File: src/rtl/mole_pkg.sv
// Shared definitions for the whack-a-mole round sequencer.
//   state_e    : sequencer state encoding (also visible on the debug state port)
//   HOLE_IDX_W : width of the random hole index coming from the generator
//   sat_inc    : saturating increment for counters of any width up to 32 bits
package mole_pkg;

  localparam int HOLE_IDX_W = 3;

  typedef enum logic [2:0] {
    ST_IDLE   = 3'd0,
    ST_SPAWN  = 3'd1,
    ST_ACTIVE = 3'd2,
    ST_HIT    = 3'd3,
    ST_GAP    = 3'd4,
    ST_OVER   = 3'd5
  } state_e;

  // Increment v, but stop at the all-ones value of a w-bit counter.
  function automatic logic [31:0] sat_inc(input logic [31:0] v, input int w);
    logic [31:0] max_v;
    max_v = (w >= 32) ? 32'hFFFF_FFFF : ((32'd1 << w) - 32'd1);
    return (v >= max_v) ? v : v + 32'd1;
  endfunction

endpackage

File: src/rtl/mole_scheduler_if.sv
// Signal bundle between the round sequencer and its neighbours (random
// generator, keys, LED/score display).
//   master : the surroundings (drives start, ran_pos, hit_key)
//   slave  : mole_scheduler (drives ran_req, mole, score, miss, busy,
//            game_over and the debug state_dbg)
// Handshake: there is no valid/ready pair here. ran_req is a one-cycle strobe
// marking the cycle in which ran_pos is sampled; the generator must hold
// ran_pos stable before that rising edge and gets no acknowledge back. start
// is a level that is acted on whenever the sequencer is in IDLE or OVER.
interface mole_scheduler_if
  import mole_pkg::*;
#(
  parameter int NUM_HOLES = 8,
  parameter int CNT_W     = 8
) ();

  logic                  start;
  logic [HOLE_IDX_W-1:0] ran_pos;
  logic [NUM_HOLES-1:0]  hit_key;

  logic                  ran_req;
  logic [NUM_HOLES-1:0]  mole;
  logic [CNT_W-1:0]      score;
  logic [CNT_W-1:0]      miss;
  logic                  busy;
  logic                  game_over;
  state_e                state_dbg;

  modport master (
    output start, ran_pos, hit_key,
    input  ran_req, mole, score, miss, busy, game_over, state_dbg
  );

  modport slave (
    input  start, ran_pos, hit_key,
    output ran_req, mole, score, miss, busy, game_over, state_dbg
  );

endinterface

File: src/rtl/mole_life_timer.sv
// Loadable down-counter with a zero flag. Used by the sequencer both for the
// lit lifetime of a mole and for the dark gap between rounds.
//   clk, rst  : clock, asynchronous active-high reset (count -> 0)
//   load      : load load_val this cycle (wins over dec)
//   load_val  : value to load
//   dec       : decrement by one, holding at zero
//   zero      : count is zero (from the register)
module mole_life_timer #(
  parameter int W = 2
) (
  input  logic         clk,
  input  logic         rst,
  input  logic         load,
  input  logic [W-1:0] load_val,
  input  logic         dec,
  output logic         zero
);

  logic [W-1:0] count_q, count_d;

  always_comb begin
    count_d = count_q;
    if (load) begin
      count_d = load_val;
    end else if (dec && (count_q != '0)) begin
      count_d = count_q - W'(1);
    end
  end

  always_ff @(posedge clk or posedge rst) begin
    if (rst) begin
      count_q <= '0;
    end else begin
      count_q <= count_d;
    end
  end

  assign zero = (count_q == '0);

endmodule

File: src/rtl/mole_scheduler.sv
// Round sequencer for the whack-a-mole game. Each round samples the random hole
// index once, lights one mole for a bounded lifetime, and scores a hit or a
// miss. The game ends after GAME_ROUNDS rounds.
// Ports:
//   clk, rst : game clock (rising edge), asynchronous active-high reset
//   bus      : mole_scheduler_if.slave
//              in : start, ran_pos, hit_key
//              out: ran_req, mole, score, miss, busy, game_over, state_dbg
// All outputs are registered; they are computed from the next state so that
// e.g. ran_req is high exactly while the FSM sits in SPAWN.
// Optional feature macro: DIFFICULTY_RAMP_EN -- every 4th hit shortens the lit
// lifetime by one cycle (floor 1), applied from the next SPAWN and restored to
// LIFE_TICKS on start. Without the macro the lifetime is fixed.
module mole_scheduler
  import mole_pkg::*;
#(
  parameter int NUM_HOLES   = 8,
  parameter int LIFE_TICKS  = 3,
  parameter int GAP_TICKS   = 1,
  parameter int GAME_ROUNDS = 20,
  parameter int CNT_W       = 8
) (
  input logic              clk,
  input logic              rst,
  mole_scheduler_if.slave  bus
);

  localparam int TMR_MAX = (LIFE_TICKS > GAP_TICKS) ? LIFE_TICKS : GAP_TICKS;
  localparam int TMR_W   = (TMR_MAX > 1) ? $clog2(TMR_MAX) : 1;

  localparam logic [TMR_W-1:0]     LIFE_LOAD = TMR_W'(LIFE_TICKS - 1);
  localparam logic [TMR_W-1:0]     GAP_LOAD  = TMR_W'(GAP_TICKS - 1);
  localparam logic [NUM_HOLES-1:0] ONE_HOT0  = NUM_HOLES'(1);
  localparam logic [HOLE_IDX_W-1:0] LAST_HOLE = HOLE_IDX_W'(NUM_HOLES - 1);

  state_e                state_q, state_d;
  logic [HOLE_IDX_W-1:0] pos_q, pos_d;
  logic [HOLE_IDX_W-1:0] prev_pos_q, prev_pos_d;
  logic [7:0]            round_q, round_d;
  logic [CNT_W-1:0]      score_q, score_d;
  logic [CNT_W-1:0]      miss_q, miss_d;
  logic [NUM_HOLES-1:0]  mole_q, mole_d;
  logic                  ran_req_q, ran_req_d;
  logic                  busy_q, busy_d;
  logic                  game_over_q, game_over_d;

  logic                  tmr_load, tmr_dec, tmr_zero;
  logic [TMR_W-1:0]      tmr_load_val;
  logic [TMR_W-1:0]      life_load;

  logic [HOLE_IDX_W-1:0] folded_pos, spawn_pos;
  logic                  hit_now;
  logic                  start_game;
  logic                  score_hit;

  mole_life_timer #(.W(TMR_W)) u_timer (
    .clk      (clk),
    .rst      (rst),
    .load     (tmr_load),
    .load_val (tmr_load_val),
    .dec      (tmr_dec),
    .zero     (tmr_zero)
  );

  // Fold the raw index into range, then step past the previous hole so the
  // same hole never lights twice in a row (except across a game restart).
  always_comb begin
    folded_pos = HOLE_IDX_W'(32'(bus.ran_pos) % 32'(NUM_HOLES));
    spawn_pos  = folded_pos;
    if ((folded_pos == prev_pos_q) && (round_q != 8'd0)) begin
      spawn_pos = (folded_pos == LAST_HOLE) ? '0 : folded_pos + HOLE_IDX_W'(1);
    end
  end

  // Only the key under the lit hole counts.
  assign hit_now = |(bus.hit_key & (ONE_HOT0 << pos_q));

  always_comb begin
    state_d      = state_q;
    pos_d        = pos_q;
    prev_pos_d   = prev_pos_q;
    round_d      = round_q;
    score_d      = score_q;
    miss_d       = miss_q;
    tmr_load     = 1'b0;
    tmr_load_val = '0;
    tmr_dec      = 1'b0;
    start_game   = 1'b0;
    score_hit    = 1'b0;

    case (state_q)
      ST_IDLE, ST_OVER: begin
        if (bus.start) begin
          state_d    = ST_SPAWN;
          score_d    = '0;
          miss_d     = '0;
          round_d    = '0;
          start_game = 1'b1;
        end
      end
      ST_SPAWN: begin
        pos_d        = spawn_pos;
        prev_pos_d   = spawn_pos;
        round_d      = round_q + 8'd1;
        tmr_load     = 1'b1;
        tmr_load_val = life_load;
        state_d      = ST_ACTIVE;
      end
      ST_ACTIVE: begin
        // A hit on the final lit cycle still counts as a hit.
        if (hit_now) begin
          state_d   = ST_HIT;
          score_d   = CNT_W'(sat_inc(32'(score_q), CNT_W));
          score_hit = 1'b1;
        end else if (tmr_zero) begin
          state_d      = ST_GAP;
          miss_d       = CNT_W'(sat_inc(32'(miss_q), CNT_W));
          tmr_load     = 1'b1;
          tmr_load_val = GAP_LOAD;
        end else begin
          tmr_dec = 1'b1;
        end
      end
      ST_HIT: begin
        state_d      = ST_GAP;
        tmr_load     = 1'b1;
        tmr_load_val = GAP_LOAD;
      end
      ST_GAP: begin
        if (tmr_zero) begin
          state_d = (round_q == 8'(GAME_ROUNDS)) ? ST_OVER : ST_SPAWN;
        end else begin
          tmr_dec = 1'b1;
        end
      end
      default: begin
        state_d = ST_IDLE;
      end
    endcase

    ran_req_d   = (state_d == ST_SPAWN);
    busy_d      = (state_d == ST_SPAWN) || (state_d == ST_ACTIVE) ||
                  (state_d == ST_HIT)   || (state_d == ST_GAP);
    game_over_d = (state_d == ST_OVER);
    mole_d      = (state_d == ST_ACTIVE) ? (ONE_HOT0 << pos_d) : '0;
  end

`ifdef DIFFICULTY_RAMP_EN
  logic [7:0] life_eff_q, life_eff_d;
  logic [1:0] hit_cnt_q, hit_cnt_d;

  always_comb begin
    life_eff_d = life_eff_q;
    hit_cnt_d  = hit_cnt_q;
    if (start_game) begin
      life_eff_d = 8'(LIFE_TICKS);
      hit_cnt_d  = '0;
    end else if (score_hit) begin
      hit_cnt_d = hit_cnt_q + 2'd1;
      if ((hit_cnt_q == 2'd3) && (life_eff_q > 8'd1)) begin
        life_eff_d = life_eff_q - 8'd1;
      end
    end
  end

  always_ff @(posedge clk or posedge rst) begin
    if (rst) begin
      life_eff_q <= 8'(LIFE_TICKS);
      hit_cnt_q  <= '0;
    end else begin
      life_eff_q <= life_eff_d;
      hit_cnt_q  <= hit_cnt_d;
    end
  end

  assign life_load = TMR_W'(life_eff_q - 8'd1);
`else
  assign life_load = LIFE_LOAD;
`endif

  always_ff @(posedge clk or posedge rst) begin
    if (rst) begin
      state_q     <= ST_IDLE;
      pos_q       <= '0;
      prev_pos_q  <= '0;
      round_q     <= '0;
      score_q     <= '0;
      miss_q      <= '0;
      mole_q      <= '0;
      ran_req_q   <= 1'b0;
      busy_q      <= 1'b0;
      game_over_q <= 1'b0;
    end else begin
      state_q     <= state_d;
      pos_q       <= pos_d;
      prev_pos_q  <= prev_pos_d;
      round_q     <= round_d;
      score_q     <= score_d;
      miss_q      <= miss_d;
      mole_q      <= mole_d;
      ran_req_q   <= ran_req_d;
      busy_q      <= busy_d;
      game_over_q <= game_over_d;
    end
  end

  assign bus.ran_req   = ran_req_q;
  assign bus.mole      = mole_q;
  assign bus.score     = score_q;
  assign bus.miss      = miss_q;
  assign bus.busy      = busy_q;
  assign bus.game_over = game_over_q;
  assign bus.state_dbg = state_q;

endmodule
File: src/flat_wrapper.sv
// flat-port wrapper written by rule: the top's interface ports become plain ports
module mole_scheduler_flat import mole_pkg::*;
#(
  parameter int NUM_HOLES   = 8,
  parameter int LIFE_TICKS  = 3,
  parameter int GAP_TICKS   = 1,
  parameter int GAME_ROUNDS = 20,
  parameter int CNT_W       = 8
)
  (clk, rst, bus_start, bus_ran_pos, bus_hit_key, bus_ran_req, bus_mole, bus_score, bus_miss, bus_busy, bus_game_over, bus_state_dbg);
  mole_scheduler_if #(.NUM_HOLES(NUM_HOLES), .CNT_W(CNT_W)) bus_i ();
  input logic clk;
  input logic rst;
  input wire logic [$bits(bus_i.start)-1:0] bus_start;
  input wire logic [$bits(bus_i.ran_pos)-1:0] bus_ran_pos;
  input wire logic [$bits(bus_i.hit_key)-1:0] bus_hit_key;
  output wire logic [$bits(bus_i.ran_req)-1:0] bus_ran_req;
  output wire logic [$bits(bus_i.mole)-1:0] bus_mole;
  output wire logic [$bits(bus_i.score)-1:0] bus_score;
  output wire logic [$bits(bus_i.miss)-1:0] bus_miss;
  output wire logic [$bits(bus_i.busy)-1:0] bus_busy;
  output wire logic [$bits(bus_i.game_over)-1:0] bus_game_over;
  output wire logic [$bits(bus_i.state_dbg)-1:0] bus_state_dbg;
  assign bus_i.start = bus_start;
  assign bus_i.ran_pos = bus_ran_pos;
  assign bus_i.hit_key = bus_hit_key;
  assign bus_ran_req = bus_i.ran_req;
  assign bus_mole = bus_i.mole;
  assign bus_score = bus_i.score;
  assign bus_miss = bus_i.miss;
  assign bus_busy = bus_i.busy;
  assign bus_game_over = bus_i.game_over;
  assign bus_state_dbg = bus_i.state_dbg;
  mole_scheduler #(.NUM_HOLES(NUM_HOLES), .LIFE_TICKS(LIFE_TICKS), .GAP_TICKS(GAP_TICKS), .GAME_ROUNDS(GAME_ROUNDS), .CNT_W(CNT_W)) u_core (.clk(clk), .rst(rst), .bus(bus_i));
endmodule
File: config.mk
export PLATFORM = sky130hd
export DESIGN_NAME = mole_scheduler_flat
export DESIGN_NICKNAME = d
export VERILOG_FILES = /design/src/rtl/mole_pkg.sv /design/src/rtl/mole_scheduler_if.sv /design/src/rtl/mole_life_timer.sv /design/src/rtl/mole_scheduler.sv /design/src/flat_wrapper.sv
export SDC_FILE = /design/constraint.sdc
export NUM_CORES = 1
export LEC_CHECK = 0
export CAP_MARGIN = 15
export CELL_PAD_IN_SITES_DETAIL_PLACEMENT = 1
export CELL_PAD_IN_SITES_GLOBAL_PLACEMENT = 2
export CORE_MARGIN = 2
export CORE_UTILIZATION = 35
export DETAILED_ROUTE_END_ITERATION = 8
export PLACE_DENSITY = 0.89
export RECOVER_POWER = 25
export SLEW_MARGIN = 20
export SYNTH_ARGS = -nofsm -noshare
export SYNTH_HDL_FRONTEND = slang
export SYNTH_SLANG_ARGS = --single-unit
File: constraint.sdc
create_clock -name clk -period 5.77 [get_ports clk]
set_clock_uncertainty 0.2 [all_clocks]
set_input_delay 1.154 -clock clk [delete_from_list [all_inputs] [get_ports clk]]
set_output_delay 1.154 -clock clk [all_outputs]
set_load 0.05 [all_outputs]
==> results of run 1 <==
==> cells in the mapped netlist, types with 4 or more instances <==
master | instances | area [µm²]
dfrtp_1 | 46 | 1150
ha_1 | 7 | 87.6
xor2_1 | 7 | 61.3
clkbuf_1 | 7 | 26.3
mux2i_1 | 12 | 120
inv_1 | 9 | 33.8
nand2_1 | 27 | 101
a21oi_1 | 11 | 55.1
nand4_1 | 6 | 37.5
nor2_1 | 24 | 90.1
nor2b_1 | 5 | 31.3
o21ai_0 | 21 | 105
o31ai_1 | 4 | 30.0
nor3_1 | 11 | 55.1
nand3_1 | 13 | 65.1
==> flip-flops by register name (all words and copies together), names as in the netlist <==
register                count
u_core.bus.score            8
u_core.bus.ran_req          1
u_core.prev_pos_q           3
u_core.round_q              8
u_core.bus.state_dbg        3
u_core.bus.miss             8
u_core.pos_q                3
u_core.bus.game_over        1
u_core.u_timer.count_q      2
u_core.bus.busy             1
u_core.bus.mole             8
==> power groups by stage <==
stage	Sequential (W)	Combinational [W]	Clock, W
after global placement	0.000493	0.000693	0
after detailed placement	0.000498	0.000703	0
after floorplan	0.000585	0.000425	0
after CTS	0.000492	0.000706	0.000250
final	0.000490	0.000700	0.000245
after global routing	0.000507	0.000771	0.000261
==> metrics by stage <==
| step | worst slack [ns] | total power [W] |
|---|---|---|
| after global placement | 2.38 | 0.00119 |
| after CTS | 2.52 | 0.00145 |
| final | 2.51 | 0.00144 |
| after detailed placement | 2.34 | 0.00120 |
| after floorplan | 3.12 | 0.00101 |
| after global routing | 2.42 | 0.00154 |
==> cell families (layout without fill, tap and decap cells) <==
logic type                 Yosys count  in the layout
AOI/OAI and AO/OA                   59             59
buffers and inverters               23             62
muxes                               13             13
adders and majority gates            7              7
and+or+nand+nor                    114            114
xor gates and xnor gates             9              9
DFF                                 46             46
==> layer usage <==
| metal | track usage | part of all wire | vias to the layer above |
|---|---|---|---|
| met2 | 0.280 | 0.49 | 38 |
| met3 | 0.0305 | 0.028 | 9 |
| li1 | - | - | 1050 |
| met1 | 0.225 | 0.47 | 1092 |
| met4 | 0.0529 | 0.015 | 0 |
| met5 | 0 | 0 | - |
==> worst max path at each step <==
stage,to,cells after the start,slack [ns]
finish,bus_state_dbg[2],1,2.51
global route,u_core.round_q[0],2,2.42
global placement,u_core.bus.score[1],6,2.38
floorplan,u_core.bus.score[0],5,3.12
detailed placement,u_core.bus.score[1],6,2.34
CTS,bus_state_dbg[2],1,2.52
==> area by class of cell <==
type                            instances  area, µm²  share of cell area
Clock buffer                            5       68.8              0.0217
Clock inverter                          3       40.0              0.0126
Tap cell                               99        124              0.0391
Multi-Input combinational cell        202       1310               0.414
Timing Repair Buffer                   43        430               0.136
Sequential cell                        46       1150               0.363
Inverter                               11       42.5              0.0134
==> flow_summary_export.csv, run 1 <==
group,metric,value,unit
run_status,status,"finished, violations left",
run_status,violations,"capacitance limit, slew limit",
synthesis,synthMuxAreaShare,0.0558,
setup_path,startpoint,"u_core.bus.state_dbg[2]",
synthesis,synth_xor_area_frac,0.0308,
setup_path,cp_top_family,"buffers and inverters",
placed_design,hpwl,4480,µm
layout,fin_util,0.442,
synthesis,ys_ff_latch,46,
flow_run,maxCapViolCount,1,
layout,fin_area,3170,µm²
pwr,power.share.clock,0.171,
hold_path,hold_class,"reg2reg",
setup_path,cp-end-kind,"primary output",
synthesis,synthSimpleGateAreaFrac,0.238,
pwr,pwr-share-seq,0.342,
setup_path,cp_max_fo,17,
synthesis,netlist_area,2560,µm²
global_route,grt_overflow,0,
sta,tns,0,ns
global_route,grtUsageTotal,0.169,
global_route,grt_pass1_vias,2159,
clock_network,clock_sinks,46,
sta,hold_violations,0,
global_route,grt_pass1_wl,10600,µm
floorplanning,die_area,8000,µm²
clock_network,cts_hold_buf,0,
sta,maxSlewHeadroom,-0.376,
sta,timing.hold.ws,0.275,ns
clock_network,post_cts_buffers,0,
clock_network,clock_path_buffers,2,
hold_path,hold_depth,1,
layout,final_common_cell,"dfrtp_1",
pwr,leakagePower,1.35,nW
floorplanning,rows,31,
sta,rsz0062_at_grt,"false",
pwr,power_frac_comb,0.488,
synthesis,synthCells,271,
layout,fillers,824,
pwr,p_sw_frac,0.457,
floorplanning,start_util,0.356,
sta,report.final.slew_viol_count,47,
setup_path,cpPeakStageDelay,0.91,ns
pwr,vdd_ir_drop_max,205,µV
global_route,grt_antenna_before_repair,0,
setup_path,critPathKind,"reg2out",
synthesis,synth_ff_type,"dfrtp_1",
clock_network,cts_root_buf,"clkbuf_8",
sta,max_freq,307,MHz
placed_design,gp_congestion,0.771,
synthesis,ys_seq_area_frac,0.450,
synthesis,yosys_warnings,0,
placed_design,postPlaceCellArea,3060,µm²
clock_network,cts_tree,"done",
floorplanning,die_h,89.5,µm
setup_path,critical_path_arrival,1.90,ns
setup_path,crit_chain,"clkdlybuf4s50_1",
setup_path,r2r.worst_path.cells,4,
clock_network,path_clk_slew,0.09,ns
clock_network,cts_max_level,2,
hold_path,hold_start,"u_core.round_q[7]",
routing,wl,6250,µm
synthesis,synth_compound_area_frac,0.154,
layout,nets,330,
layout,drive_gt1_frac,0.0806,
clock_network,cts_buffers,5,
synthesis,synth-edff-count,0,
setup_path,timing.rr.start,"u_core.bus.state_dbg[0]",
setup_path,startpoint_type,"register",
routing,firstDrtPassIters,4,
placed_design,dp.cells,401,
setup_path,ff2ff_setup_slack,3.16,ns
layout,antenna_cells,0,
setup_path,timing.rr.end,"u_core.bus.mole[2]",
synthesis,synth_fa_ha_area_frac,0.0343,
synthesis,syn_area_per_cell,9.43,µm²
clock_network,post_cts_resized,0,
routing,wl_per_cell,15.3,µm
setup_path,crit_required,4.42,ns
synthesis,synth_nets,292,
routing,drt_iter0_drc,82,
pwr,internal_power,0.000779,W
sta,setup-violations-final,0,
setup_path,crit_path_top_delay_cell,"clkdlybuf4s50_1",
routing,vias,2189,
placed_design,portBuffers,43,
synthesis,synth_top_family_by_area,"simple AND/OR/NAND/NOR gates",
hold_path,hold_end,"u_core.round_q[7]",
routing,final_antenna_net_count,0,
layout,fin_cells,409,
pwr,power.density,453,nW/µm²
routing,drc_errors,0,
routing,post_drt_via_cell_ratio,5.35,
synthesis,synth-async-reset-ratio,1.00,
setup_path,path_buf_inv,1,
floorplanning,pin_count,44,
sta,min_period,3.26,ns
layout,layout-area-overhead-vs-synth,23.9,%
sta,post-route-period-util,0.564,
layout,final_cell_mix,"dfrtp_1, clkdlybuf4s50_1, nand2_1",
floorplanning,coreArea,7180,µm²
global_route,grt_start_max_net_pins,47,
sta,tightest_slew,2.05,ns
floorplanning,dieWidth,89.5,µm
clock_network,clkLatencyLatePin,0.30,ns
synthesis,synth_cell_types,55,
pwr,power.switching,0.000657,W
Power figures use the tool's default switching activity.
==> run 2: changes to the inputs <==
- CORE_UTILIZATION: 35 -> 29
- PLACE_DENSITY: 0.89 -> 0.79
- clock period: 5.77 -> 2.8 ns (I/O delays scaled with it)
==> flow_summary_export.csv, run 2 (same netlist as run 1, synthesis figures left out) <==
group,metric,value,unit
run_status,status,"finished, final reports clean",
setup_path,crit_chain,"clkdlybuf4s50_1",
placed_design,hpwl,4950,µm
setup_path,crit_path_top_delay_cell,"clkdlybuf4s50_1",
setup_path,cpPeakStageDelay,0.90,ns
floorplanning,pin_count,44,
clock_network,cts_hold_buf,0,
routing,drt_iter0_drc,119,
pwr,leakagePower,1.39,nW
sta,maxSlewHeadroom,0.445,
clock_network,cts_root_buf,"clkbuf_8",
setup_path,cp_top_family,"buffers and inverters",
routing,firstDrtPassIters,4,
global_route,grt_antenna_before_repair,0,
global_route,grt_pass1_vias,2258,
placed_design,gp_congestion,0.788,
clock_network,clock_sinks,46,
layout,fin_area,3230,µm²
routing,drc_errors,0,
global_route,grt_start_max_net_pins,26,
setup_path,cp-end-kind,"primary output",
clock_network,post_cts_buffers,0,
clock_network,path_clk_slew,0.08,ns
routing,final_antenna_net_count,0,
placed_design,portBuffers,43,
setup_path,path_buf_inv,1,
clock_network,cts_tree,"done",
floorplanning,die_area,9580,µm²
layout,drive_gt1_frac,0.103,
clock_network,clock_path_buffers,2,
global_route,grtUsageTotal,0.143,
sta,tightest_slew,0.831,ns
routing,post_drt_via_cell_ratio,5.16,
sta,setup-violations-final,0,
routing,wl_per_cell,15.4,µm
pwr,vdd_ir_drop_max,432,µV
setup_path,cp_max_fo,17,
sta,min_period,2.64,ns
clock_network,cts_max_level,2,
routing,wl,6570,µm
setup_path,crit_required,2.04,ns
setup_path,startpoint_type,"register",
floorplanning,dieWidth,97.9,µm
flow_run,maxCapViolCount,0,
sta,hold_violations,0,
sta,rsz0062_at_grt,"false",
layout,layout-area-overhead-vs-synth,26.5,%
clock_network,clkLatencyLatePin,0.30,ns
clock_network,cts_buffers,5,
layout,antenna_cells,0,
setup_path,critical_path_arrival,1.88,ns
setup_path,critPathKind,"reg2out",
layout,final_cell_mix,"dfrtp_1, clkdlybuf4s50_1, nand2_1",
hold_path,hold_class,"reg2reg",
global_route,grt_overflow,0,
placed_design,postPlaceCellArea,3160,µm²
floorplanning,start_util,0.296,
floorplanning,coreArea,8640,µm²
sta,post-route-period-util,0.942,
layout,nets,340,
sta,max_freq,379,MHz
floorplanning,rows,34,
routing,vias,2209,
pwr,power.density,922,nW/µm²
floorplanning,die_h,97.9,µm
layout,final_common_cell,"dfrtp_1",
clock_network,post_cts_resized,0,
sta,report.final.slew_viol_count,0,
global_route,grt_pass1_wl,11300,µm
sta,tns,0,ns
run 2: per-layer routing:
metal,global-route usage,vias to the layer above,share of wire,wire length (µm)
met5,0,-,0,0
met4,0.0353,0,0.012,80
met3,0.0265,7,0.029,188
met2,0.240,41,0.50,3310
met1,0.190,1094,0.46,3000
li1,-,1067,-,-
run 2: worst paths after layout:
kind | startpoint | end | slack [ns] | cells after the start
worst max register to register | u_core.round_q[0] | u_core.bus.mole[6] | 0.34 | 8
worst min register to register | u_core.round_q[7] | u_core.round_q[7] | 0.28 | 1
max in group asynchronous | rst | u_core.round_q[6] | 0.61 | 3
worst max-delay path | u_core.bus.state_dbg[2] | bus_state_dbg[2] | 0.16 | 1
min in group asynchronous | rst | u_core.prev_pos_q[0] | 0.66 | 2
worst min-delay path | u_core.round_q[7] | u_core.round_q[7] | 0.28 | 1
run 2: worst reg2reg max path, stage by stage (launching register included):
cell and delay, ns:
dfrtp_1 0.43, inv_1 0.08, ha_1 0.16, or4b_4 0.47
or2_1 0.27, a31oi_1 0.26, a21o_2 0.23, inv_2 0.07
nor3_1 0.21
run 2: power by group:
group	switching (W)	internal, W
logic	0.000978	0.000592
registers	0.000171	0.000819
clock network	0.000222	0.000200
total	0.00137	0.00161
run 2: cell type report:
type	instances	area, µm²
fill	1005	5400
clock buffer	7	86.3
tap	108	135
inverter	11	41.3
clock inverter	1	5.00
timing repair buffer	53	503
multi-input combinational	202	1310
sequential	46	1150
run 2: per-stage QoR:
step,util,power [W],instances,hold slack (ns),setup slack (ns)
after global routing,0.374,0.00322,428,0.315,0.0520
after floorplan,-,0.00208,271,0.241,0.494
after global placement,0.366,0.00256,420,0.265,0.105
after CTS,0.376,0.00303,428,0.284,0.129
final,0.374,0.00298,428,0.279,0.162
after detailed placement,0.366,0.00259,420,0.277,0.0356
